[src/rtl/load_store_unit.sv]
// load_store_unit: RV32I load/store initiator for a word-wide data memory.
// Sub-word stores are done as read-modify-write on the word port.
module load_store_unit #(
  parameter int ADDR_BITS = 16
) (
  input  logic        clk,
  input  logic        rst,
  input  logic        req_valid,
  output logic        req_ready,
  input  logic        req_store,
  input  logic [2:0]  req_funct3,
  input  logic [31:0] req_addr,
  input  logic [31:0] req_wdata,
  output logic        rsp_valid,
  input  logic        rsp_ready,
  output logic [31:0] rsp_data,
  output logic        rsp_err,
  output logic        mem_read,
  output logic        mem_write,
  output logic [31:0] mem_addr,
  output logic [31:0] mem_wdata,
  input  logic [31:0] mem_rdata
);

  typedef enum logic [2:0] {
    S_IDLE,
    S_RD,
    S_CAP,
    S_WR,
    S_RESP
  } state_t;

  // Shifting by 32 yields zero, so ADDR_BITS=32 disables the range check.
  localparam logic [31:0] HI_MASK = 32'hFFFF_FFFF << ADDR_BITS;

  state_t      state_q, state_d;
  logic        store_q, store_d;
  logic [2:0]  f3_q, f3_d;
  logic [31:0] addr_q, addr_d;
  logic [31:0] wbuf_q, wbuf_d;
  logic [31:0] data_q, data_d;
  logic        err_q, err_d;

  logic        acc_err;
  logic        bad_f3;
  logic        misal;
  logic [7:0]  lane;
  logic [15:0] half;
  logic [31:0] ld_val;
  logic [31:0] merged;

  always_comb begin
    bad_f3 = 1'b0;
    misal  = 1'b0;
    unique case (1'b1)
      req_store: bad_f3 = (req_funct3[2] || req_funct3[1:0] == 2'b11);
      default:   bad_f3 = (req_funct3 == 3'b011 || req_funct3[2:1] == 2'b11);
    endcase
    unique case (1'b1)
      req_funct3[1:0] == 2'b01: misal = req_addr[0];
      req_funct3[1:0] == 2'b10: misal = (req_addr[1:0] != 2'b00);
      default:                  misal = 1'b0;
    endcase
    acc_err = bad_f3 || misal || ((req_addr & HI_MASK) != 32'h0);
  end

  always_comb begin
    lane   = mem_rdata[{addr_q[1:0], 3'b000} +: 8];
    half   = mem_rdata[{addr_q[1], 4'b0000} +: 16];
    ld_val = mem_rdata;
    unique case (f3_q)
      3'b000:  ld_val = {{24{lane[7]}}, lane};
      3'b100:  ld_val = {24'h0, lane};
      3'b001:  ld_val = {{16{half[15]}}, half};
      3'b101:  ld_val = {16'h0, half};
      default: ld_val = mem_rdata;
    endcase
    merged = mem_rdata;
    if (f3_q[0]) begin
      merged[{addr_q[1], 4'b0000} +: 16] = wbuf_q[15:0];
    end else begin
      merged[{addr_q[1:0], 3'b000} +: 8] = wbuf_q[7:0];
    end
  end

  always_comb begin
    state_d = state_q;
    store_d = store_q;
    f3_d    = f3_q;
    addr_d  = addr_q;
    wbuf_d  = wbuf_q;
    data_d  = data_q;
    err_d   = err_q;
    unique case (state_q)
      S_IDLE: begin
        if (req_valid) begin
          store_d = req_store;
          f3_d    = req_funct3;
          addr_d  = req_addr;
          wbuf_d  = req_wdata;
          data_d  = 32'h0;
          err_d   = acc_err;
          if (acc_err) begin
            state_d = S_RESP;
          end else if (req_store && req_funct3 == 3'b010) begin
            state_d = S_WR;
          end else begin
            state_d = S_RD;
          end
        end
      end
      S_RD: state_d = S_CAP;
      S_CAP: begin
        if (store_q) begin
          wbuf_d  = merged;
          state_d = S_WR;
        end else begin
          data_d  = ld_val;
          state_d = S_RESP;
        end
      end
      S_WR: state_d = S_RESP;
      S_RESP: begin
        if (rsp_ready) begin
          state_d = S_IDLE;
        end
      end
      default: state_d = S_IDLE;
    endcase
  end

  always_ff @(posedge clk) begin
    if (rst) begin
      state_q <= S_IDLE;
      store_q <= 1'b0;
      f3_q    <= 3'b000;
      addr_q  <= 32'h0;
      wbuf_q  <= 32'h0;
      data_q  <= 32'h0;
      err_q   <= 1'b0;
    end else begin
      state_q <= state_d;
      store_q <= store_d;
      f3_q    <= f3_d;
      addr_q  <= addr_d;
      wbuf_q  <= wbuf_d;
      data_q  <= data_d;
      err_q   <= err_d;
    end
  end

  assign req_ready = (state_q == S_IDLE);
  assign rsp_valid = (state_q == S_RESP);
  assign rsp_data  = data_q;
  assign rsp_err   = err_q;
  assign mem_read  = (state_q == S_RD);
  assign mem_write = (state_q == S_WR);
  assign mem_addr  = addr_q & ~HI_MASK & 32'hFFFF_FFFC;
  assign mem_wdata = wbuf_q;

endmodule

[config.mk]
export PLATFORM = sky130hd
export DESIGN_NAME = load_store_unit
export DESIGN_NICKNAME = d
export VERILOG_FILES = /design/src/rtl/load_store_unit.sv
export SDC_FILE = /design/constraint.sdc
export NUM_CORES = 1
export LEC_CHECK = 0
export CAP_MARGIN = 30
export CORE_UTILIZATION = 40
export CTS_BUF_LIST = sky130_fd_sc_hd__clkbuf_4
export CTS_CLUSTER_DIAMETER = 60
export CTS_CLUSTER_SIZE = 25
export DETAILED_ROUTE_END_ITERATION = 8
export PLACE_DENSITY = 0.79
export SLEW_MARGIN = 20
export SYNTH_ARGS = -nofsm -noshare
export SYNTH_HDL_FRONTEND = slang
export SYNTH_SLANG_ARGS = --single-unit
[constraint.sdc]
create_clock -name clk -period 2.3 [get_ports clk]
set_input_delay 0.345 -clock clk [delete_from_list [all_inputs] [get_ports clk]]
set_output_delay 0.345 -clock clk [all_outputs]
set_load 0.05 [all_outputs]
==> results of run 1 <==
## Yosys cell counts, types with 5 or more instances
library cell   n
buf_1          5
a22o_1         8
o21ai_0       34
nor2b_1       11
inv_1         11
clkbuf_1      31
a221o_2       10
nand2_1       68
a41oi_1        7
nor3_1        12
o2bb2ai_1     14
ha_1           8
or3_1          7
nor2_1        26
dfxtp_1       88
a22oi_1       17
mux2_2        10
buf_4         34
a2bb2oi_1      8
nand2b_1       5
a221o_1       14
a211oi_1      25
o21bai_1       7
a21oi_1       46
a221oi_1       9
mux2i_1       16
## critical path, stage by stage (launching register included)
cell	delay (ns)
dfxtp_1	0.53
or3b_1	0.47
buf_4	0.24
nor3_2	0.18
buf_4	0.17
a22oi_1	0.11
a211oi_1	0.38
## layer usage
metal	GRT usage	vias to the layer above
met1	0.343	2437
met2	0.447	223
met4	0.110	0
met5	0	-
met3	0.0723	38
li1	-	2456
## layout make-up
cell class,count,area share
repair buffers,223,0.302
clock inverters,7,0.0155
multi-input cells,417,0.390
well taps,168,0.0295
clock buffers,9,0.00949
inverters,11,0.00580
flip-flops and latches,88,0.247
## cells by family (layout without fill, tap and decap cells)
family          count (synthesis)  in the layout  synth area share
fa+ha+maj                       8              8            0.0202
other cells                     1             18          0.000758
flops                          88             88             0.356
compound gates                210            210             0.307
mux                            27             27            0.0597
buf+inv                        89            250            0.0991
simple gates                  154            154             0.157
## stage by stage
stage / util / total power, mW / std cells / cell area [sq um]
after floorplan: - / 2.44 / 594 / 5030
final: 0.590 / 3.99 / 923 / 7120
after detailed placement: 0.576 / 2.92 / 907 / 6950
after global routing: 0.590 / 4.15 / 923 / 7120
after CTS: 0.590 / 3.99 / 923 / 7120
after global placement: 0.576 / 2.90 / 907 / 6950
## worst max-delay path by stage
stage | to | slack [ns] | depth (start not counted)
after global placement | rsp_data[26] | 0.09 | 5
after detailed placement | rsp_data[25] | 0.03 | 5
after CTS | mem_wdata[4] | 0.13 | 6
final | mem_wdata[4] | 0.11 | 6
after global routing | rsp_data[30] | 0.01 | 4
after floorplan | mem_wdata[10] | 0.008 | 10
## where the power goes
part / total [mW] / internal (mW) / switching [mW]
combinational: 1.24 / 0.499 / 0.737
clock: 1.10 / 0.541 / 0.554
sequential: 1.66 / 1.60 / 0.0559
## flip-flops by register name, summed over array words and instances (netlist names)
register / cells
state_q: 3
f3_q: 3
store_q: 1
addr_q: 16
rsp_data: 32
rsp_err: 1
mem_wdata: 32
## placed cells by master, fill, tap and decap left out, types with 10 or more instances in the layout
cell,n
o21ai_0,34
a221o_1,14
clkdlybuf4s50_1,181
conb_1,18
a211oi_1,25
a221o_2,10
mux2i_1,16
nand2_1,68
nor3_1,11
mux2_2,10
nor2_1,26
a22oi_1,17
nor2b_1,11
buf_4,36
inv_1,11
dfxtp_1,88
o2bb2ai_1,14
a21oi_1,44
==> summary.txt, run 1 <==
Pwr
  – Total power per unit cell area: 560 nW/um^2
  – Static leakage: 2.61 nW
  – Maximum ir drop on the vdd rail: 401 uV

Global route
  – Pin count of the biggest net entering global routing: 38
  – Initial antenna violation count: 0
  – Residual overflow from global routing: 0
  – Wire length of the first global-routing pass: roughly 27 mm
  – Number of global-route vias before repair: 4981
  – All-Layer GR Usage: 0.274

Yosys
  – Part of the Yosys area used for sequential elements: 0.356
  – Largest cells by area after synthesis: dfxtp_1 (36%), buf_4 (5.2%), nand2_1 (5.2%)
  – Post-Synthesis Cells: about 580
  – Post-synth top area cell: dfxtp_1
  – Yosys Warn Count: 0
  – Most used DFF post-synth: dfxtp_1
  – Fraction of synthesis flops using an asynchronous set or reset pin: 0
  – Fraction of post-synthesis cell area in the top cell type by area: 0.356
  – Number of synthesized register bits: ~90
  – Synthesized area divided by synthesized cell count: 8.58 sq um
  – Post-synth EDFFs: 0
  – Mapped Area: 4950 sq um
  – Number of distinct standard cells referenced by the synthesized netlist: 58

Critical path
  – CP endpoint kind: register
  – Required time at the worst-slack endpoint: roughly 2.7 ns
  – Critical Path Start Type: register
  – Reg-to-reg slack, setup: approximately 0.11 ns
  – Reg-to-reg critical path startpoint: state_q[1]
  – CP Class: register to register
  – Worst-case reg-to-reg path depth: 6
  – RR Endpoint: mem_wdata[4]
  – Crit path arrival time: ~2.6 ns
  – Critical path fanouts, max: 18
  – CP Launch Point: state_q[1]

Detailed routing
  – WL met2: between 8 and 9 mm
  – Aggregate routed wire length: about 18 mm
  – Metal-1 WL: 7.61 mm
  – Total number of vias: ~5000
  – Number of search-and-repair iterations in the first detailed-routing pass: 7
  – Met3 wire len: 1.17 mm
  – Initial drt markers: between 300 and 400
  – Uppermost layer routed: met4
  – Post-detailed-route count of antenna-violating nets: 0
  – Post-DR wirelength/cell: 19.0 microns
  – Vias per cell: 5.58
  – Number of remaining DRC errors: 0

Floorplan
  – Die H: 113 microns
  – Placeable core area: about 12000 sq um
  – Std-Cell Rows: 40
  – Top-level port count: ~210
  – Die X: 113 microns
  – Floorplan die area: 12800 sq um
  – Initial core utilization: 0.410

Timing
  – Final Setup Violations: 0
  – Worst Setup Slack, final: 0.112 ns
  – Final cycle utilization of the critical path: 0.951
  – Final max-slew violation count: 0
  – Setup repair after global routing missed its margin: no
  – Transition time at the pin with the least slew margin: between 0.8 and 0.9 ns
  – Shortest period the worst path allows: 2.19 ns
  – Final hold violation count: 0
  – Skew final: around 0.019 ns
  – Post-route setup TNS: 0 ns
  – Timing-limited maximum frequency: 457 MHz
  – Slew HR: 0.419
  – Tightest hold margin: 0.289 ns

Min path
  – Min-delay src: rst
  – Path category of the worst min-delay check: input port to register
  – Worst hold endpoint: addr_q[9]
  – Worst hold path stage count: 2

Final layout
  – Layout Area Growth over Synthesis: 43.9%
  – Multi-input combinational cell area: 2780 sq um
  – Register area: 1760 sq um
  – Number of filler instances in the final layout: 1058
  – Share of final-layout standard cells stronger than drive strength 1: 0.113
  – Net total in the final layout: approximately 860
  – Antenna fix cells: 0

Clock network
  – CTS Hold Bufs: 0
  – Post-CTS Setup Repair Bufs: 0
  – Clock buffer depth: 2
  – Total CTS buffers: 9
  – CTS Root Buffer Type: clkbuf_4
  – Clock network latency to the later pin of the worst-skew pair: roughly 0.48 ns
  – CTS HTree Levels: 3
  – Register clock-pin slew on the reported worst setup and hold paths: roughly 0.14 ns
  – CTS tree: yes
  – Num Clock Sinks: 88
  – Count of cells resized by post-cts repair: 3

Outcome
  – Run status: finished, final reports clean

Placed design
  – Post-detailed-placement half-perimeter wirelength: 13.5 mm
  – Post-Place Setup Slack: 0.0256 ns
  – # port buffers: around 190
  – Final RePlAce weighted congestion: 0.854

Run
  – Number of maximum-capacitance constraint violations: 0
Power figures use the tool's default switching activity.
==> inputs of run 2 (changes only) <==
- CORE_UTILIZATION: 40 -> 47
- CTS_BUF_LIST: sky130_fd_sc_hd__clkbuf_4 -> not set
- PLACE_DENSITY: 0.79 -> 0.87
- RECOVER_POWER: not set -> 100
- clock period: 2.3 -> 2.6 ns (I/O delays scaled with it)
==> summary.txt, run 2 (same netlist as run 1, synthesis figures left out) <==
Outcome
  – Run status: finished, final reports clean

Timing
  – Final cycle utilization of the critical path: 0.943
  – Final Setup Violations: 0
  – Final hold violation count: 0
  – Shortest period the worst path allows: 2.45 ns
  – Post-route setup TNS: 0 ns
  – Transition time at the pin with the least slew margin: 0.852 ns
  – Slew HR: 0.424
  – Skew final: 0.0150 ns
  – Timing-limited maximum frequency: ~410 MHz
  – Final max-slew violation count: 0
  – Setup repair after global routing missed its margin: no

Clock network
  – Num Clock Sinks: 88
  – Register clock-pin slew on the reported worst setup and hold paths: about 0.10 ns
  – Total CTS buffers: 9
  – CTS Root Buffer Type: clkbuf_8
  – Clock buffer depth: 2
  – Clock network latency to the later pin of the worst-skew pair: roughly 0.36 ns
  – CTS tree: yes
  – Post-CTS Setup Repair Bufs: 0
  – CTS HTree Levels: 3
  – Count of cells resized by post-cts repair: 0
  – CTS Hold Bufs: 0

Pwr
  – Switching Power: between 1 and 1.5 mW
  – Design internal power: 2.36 mW
  – Net switching share of the total power: 0.342
  – Static leakage: 2.73 nW
  – Total power per unit cell area: around 510 nW/um^2
  – Part of the power in registers: 0.415
  – Post-layout total power: approximately 3.6 mW
  – Maximum ir drop on the vdd rail: 386 uV
  – Comb power frac: 0.285
  – Part of the power in the clock network: 0.300

Critical path
  – Critical Path Start Type: register
  – Required time at the worst-slack endpoint: 2.21 ns
  – End point of the critical path: rsp_valid
  – Reg-to-reg slack, setup: 0.20 ns
  – Crit-path cells: inv_1 -> nor3_1 -> clkdlybuf4s50_1
  – Critical path depth: 3
  – CP Class: register to output pin
  – Reg-to-reg critical path startpoint: store_q
  – Critical-path cell with the highest stage delay: clkdlybuf4s50_1
  – Worst-case reg-to-reg path depth: 4
  – Combined buffer and inverter count along the critical path: 2
  – RR Endpoint: mem_wdata[3]
  – Largest stage delay on the critical path: 0.87 ns
  – Crit-path leading delay family: buffers and inverters
  – CP Launch Point: state_q[2]
  – CP endpoint kind: output pin
  – Crit path arrival time: 2.06 ns
  – Critical path fanouts, max: 7

Detailed routing
  – Total number of vias: 5177
  – Vias per cell: around 6.0
  – Post-detailed-route count of antenna-violating nets: 0
  – Aggregate routed wire length: ~17 mm
  – Number of remaining DRC errors: 0
  – Initial drt markers: 323
  – Post-DR wirelength/cell: 19.3 microns
  – Number of search-and-repair iterations in the first detailed-routing pass: 5

Min path
  – Path category of the worst min-delay check: register to register

Final layout
  – Share of final-layout standard cells stronger than drive strength 1: 0.0832
  – Commonest cells after routing, fill and taps aside: clkdlybuf4s50_1 (102), dfxtp_1 (88), dlygate4sd3_1 (83), nand2_1 (68), a21oi_1 (45)
  – Net total in the final layout: 841
  – Layout Area Growth over Synthesis: 40.8%
  – Most common library cell in the layout ignoring fill and taps: clkdlybuf4s50_1
  – Antenna fix cells: 0

Placed design
  – # port buffers: 186
  – Final RePlAce weighted congestion: 0.919
  – Post-detailed-placement half-perimeter wirelength: 12.4 mm

Global route
  – All-Layer GR Usage: 0.299
  – Pin count of the biggest net entering global routing: 39
  – Global-route layer with the greatest usage: met2
  – Number of global-route vias before repair: 4913
  – Initial antenna violation count: 0
  – Residual overflow from global routing: 0
  – Met1 usage in global routing: 0.376
  – Global-route met3 utilization: 0.0674
  – Wire length of the first global-routing pass: 25.7 mm
  – Global-route met2 utilization: 0.486

Floorplan
  – Initial core utilization: 0.482
  – Floorplan die area: 10900 sq um
  – Placeable core area: 10300 sq um
  – Top-level port count: 205
  – Std-Cell Rows: 37
  – Die H: between 100 and 150 microns
  – Die X: 105 microns

Run
  – Number of maximum-capacitance constraint violations: 0
==> run 2: changes by cell type in the layout (fill, tap and decap cells not counted), sizes merged, moves of 2 or more <==
| cell | before | now |
|---|---|---|
| dlygate4sd3 | 0 | 83 |
| clkdlybuf4s50 | 181 | 102 |
| buf | 39 | 15 |
| clkinv | 4 | 1 |
| dlygate4sd2 | 3 | 0 |
| clkbuf | 9 | 11 |
| clkinvlp | 0 | 2 |
==> run 2: how the worst min path moves through the flow <==
| stage | start | endpoint | slack [ns] | cells after the start |
|---|---|---|---|---|
| after global routing | addr_q[5] | addr_q[5] | 0.48 | 2 |
| final | addr_q[5] | addr_q[5] | 0.46 | 2 |
| after detailed placement | addr_q[5] | addr_q[5] | 0.45 | 2 |
| after floorplan | addr_q[10] | addr_q[10] | 0.44 | 2 |
| after global placement | addr_q[9] | addr_q[9] | 0.44 | 2 |
| after CTS | addr_q[5] | addr_q[5] | 0.46 | 2 |
==> run 2: power groups by stage <==
stage               clock (mW)  combinational (mW)  sequential [mW]
floorplan                    0               0.502             1.65
global placement             0                1.01             1.52
detailed placement           0                1.03             1.52
CTS                       1.07                1.04             1.49
global route              1.13                1.07             1.50
finish                    1.07                1.02             1.49
==> run 2: stage by stage <==
step	util	cells	cell area, sq um	worst slack (ns)	hold slack (ns)
after detailed placement	0.658	854	6760	0.272	0.447
final	0.678	869	6970	0.149	0.455
after global placement	0.657	854	6760	0.184	0.442
after floorplan	-	594	5010	0.116	0.437
after CTS	0.679	869	6980	0.162	0.461
after global routing	0.678	869	6970	0.0853	0.476
==> run 2: routing by layer <==
metal  vias to the layer above  share of wire
met5                         -              0
met4                         0          0.035
met3                        53          0.090
met2                       315           0.48
met1                      2399           0.40
li1                       2410              -
==> run 2: worst min-delay path, stage by stage, from the launching register on <==
cell	delay, ns
dfxtp_1	0.32
nand2_1	0.05
a21oi_1	0.05
==> run 2: area by class of cell <==
class / instances / area, sq um
flip-flops and latches: 88 / 1760
inverters: 11 / 41.3
multi-input cells: 417 / 2770
clock inverters: 6 / 92.6
repair buffers: 202 / 2010
clock buffers: 9 / 124
well taps: 136 / 170
fillers: 836 / 3310
==> patch, RTL diff (settings of run 1) <==
Register the output `rsp_err` once more, without a reset; this adds one clock of latency there. The other outputs are not delayed to match.
--- a/src/rtl/load_store_unit.sv
+++ b/src/rtl/load_store_unit.sv
@@ -154,3 +154,5 @@
   assign rsp_data  = data_q;
-  assign rsp_err   = err_q;
+  always_ff @(posedge clk) begin
+    rsp_err <= err_q;
+  end
   assign mem_read  = (state_q == S_RD);
Behaviour: not the same (a bounded check fails within 4 cycles, from zero or initial values and one cycle with rst high).
==> patch against run 1 <==
  * Global-route usage fell by 0.24 points
  * Die area rose by 0.40%
  * Clock skew rose by 0.0033 ns
  * Largest cell class unchanged
  * Cell area rose by 0.11%
  * Synthesized area rose by 0.40%
  * Setup slack improved by 0.030 ns
  * Critical path type is now flip-flop to output port
  * Sequential cell count rose by 1
  * Power fell by 0.78%
  * Routed wire length fell by 0.17%
==> patch: results (changes against run 1) <==
Status: completed
Crit path capture: mem_read
Worst hold margin: 0.3638 ns (+0.07435 ns)
Final Hold Viols: 0 (unchanged)
Hold_sp: err_q
Clock Tree Buf Depth: 2 (unchanged)
RePlAce Congestion: 0.8518 (-0.29%)
Most frequent cells after synthesis: 89 x dfxtp_1, 68 x nand2_1, 46 x a21oi_1
Netlist cell types: 58 (unchanged)
Worst Path Max Fanout: 10 (-8)
Worst hold path stage count: 0 (-2)
Max VDD drop: 0.6007 mV (+50%)
Layout cells sized above 1: 11.39% (+0.13 points)
R2R Setup Slk: 0.24 ns (+0.13 ns)
Via count: 5171 (+0.33%)
Synth top area cells: dfxtp_1 36%, buf_4 5.1%, nand2_1 5.1%, a21oi_1 4.6%, a211oi_1 3.8%
Slew margin rel.: 47.37% (+5.5 points)
Reg2Reg Depth: 4 (-2)
H-Tree Depth: 3 (unchanged)
Iter 0 DRT Violations: 364 (+21%)
CTS clk-pin slew, worst paths: 0.16 ns (+0.02 ns)
DRT Pass-1 Iters: 5 (-2)
Crit path DAT: 1.81 ns (-0.75 ns)
End of the worst register-to-register path: mem_wdata[1]
GRT Util Overall: 27.12% (-0.24 points)
Synthesized instance count: 578 (+0.17%)
Min-delay worst type: flip-flop to flip-flop
Global-route wire length before repair: 26730 um (-0.28%)
CP Launch Point: state_q[0]
Fillcell total: 1081 (+2.2%)
Worst-Skew Late Latency: 0.49 ns
Largest net degree at the start of global routing: 33 (-13%)
Via count of the first global-routing pass: 4965 (-0.32%)
Register area share after synthesis: 35.85% (+0.26 points)
Ys async rst share: 0% (unchanged)
Clock Skews: 0.02214 ns (+0.003315 ns)
Area share of the largest cell type after synthesis: 35.85% (+0.26 points)
DP HPWL: 13410 um (-0.66%)
Hold EP: rsp_err
Nets: 862 (unchanged)
Placed insts: 906 (-0.11%)
Lkg Pwr: 2.611 nW (about the same)
WL/cell: 18.95 um (-0.17%)
-- patch: critical path, cell delays in order (launching register included) --
cell	delay, ns
dfxtp_1	0.53
and3_1	0.24
dlygate4sd2_1	0.55
-- patch: metrics by stage --
stage,cell area [um^2],util (%),worst slack [ns]
after floorplan,5047,-,0.007878
after global placement,6940,57.54,0.08786
after detailed placement,6940,57.54,0.01246
after CTS,7103,58.89,0.1353
after global routing,7129,59.11,0.05144
final,7129,59.11,0.1419
-- patch: layer usage --
layer,part of all wire (%),wire length (um),GRT usage (%),vias up
met5,0,0,0,-
met4,3.1,546,12.54,0
met3,7.7,1348,5.260,45
met2,47,8185,43.90,244
met1,42,7413,34.88,2435
li1,-,-,-,2447
-- patch: where the power goes --
group	internal [mW]	leakage, nW	switching [mW]
Sequential	1.62	0.729	0.0581
Combinational	0.494	1.79	0.734
Clock	0.450	0.0890	0.600
Total	2.57	2.61	1.39
-- patch: cell families (layout without fill, tap and decap cells) --
logic type / Yosys count / after routing / synth area share, %
mux: 27 / 27 / 5.942
other cells: 1 / 18 / 0.07546
fa+ha+maj: 8 / 8 / 2.014
buf+inv: 89 / 249 / 9.869
flops: 89 / 89 / 35.85
compound gates: 210 / 210 / 30.59
simple gates: 154 / 154 / 15.66
-- patch: final cells by class --
class                   count  area, um^2  area share (%)
clock buffers               9       67.56          0.9477
clock inverters             7       98.84           1.386
inverters                  11       41.29          0.5792
multi-input cells         417        2784           39.05
flip-flops and latches     89        1782           24.99
well taps                 168       210.2           2.948
repair buffers            222        2146           30.10
-- patch: what timing repair did --
item	CTS	global route
buffers inserted	0	1
hold buffers	0	0
hold endpoints to repair	0	0
gates cloned	0	0
gates resized for setup	3	1
setup endpoints to repair	3	6
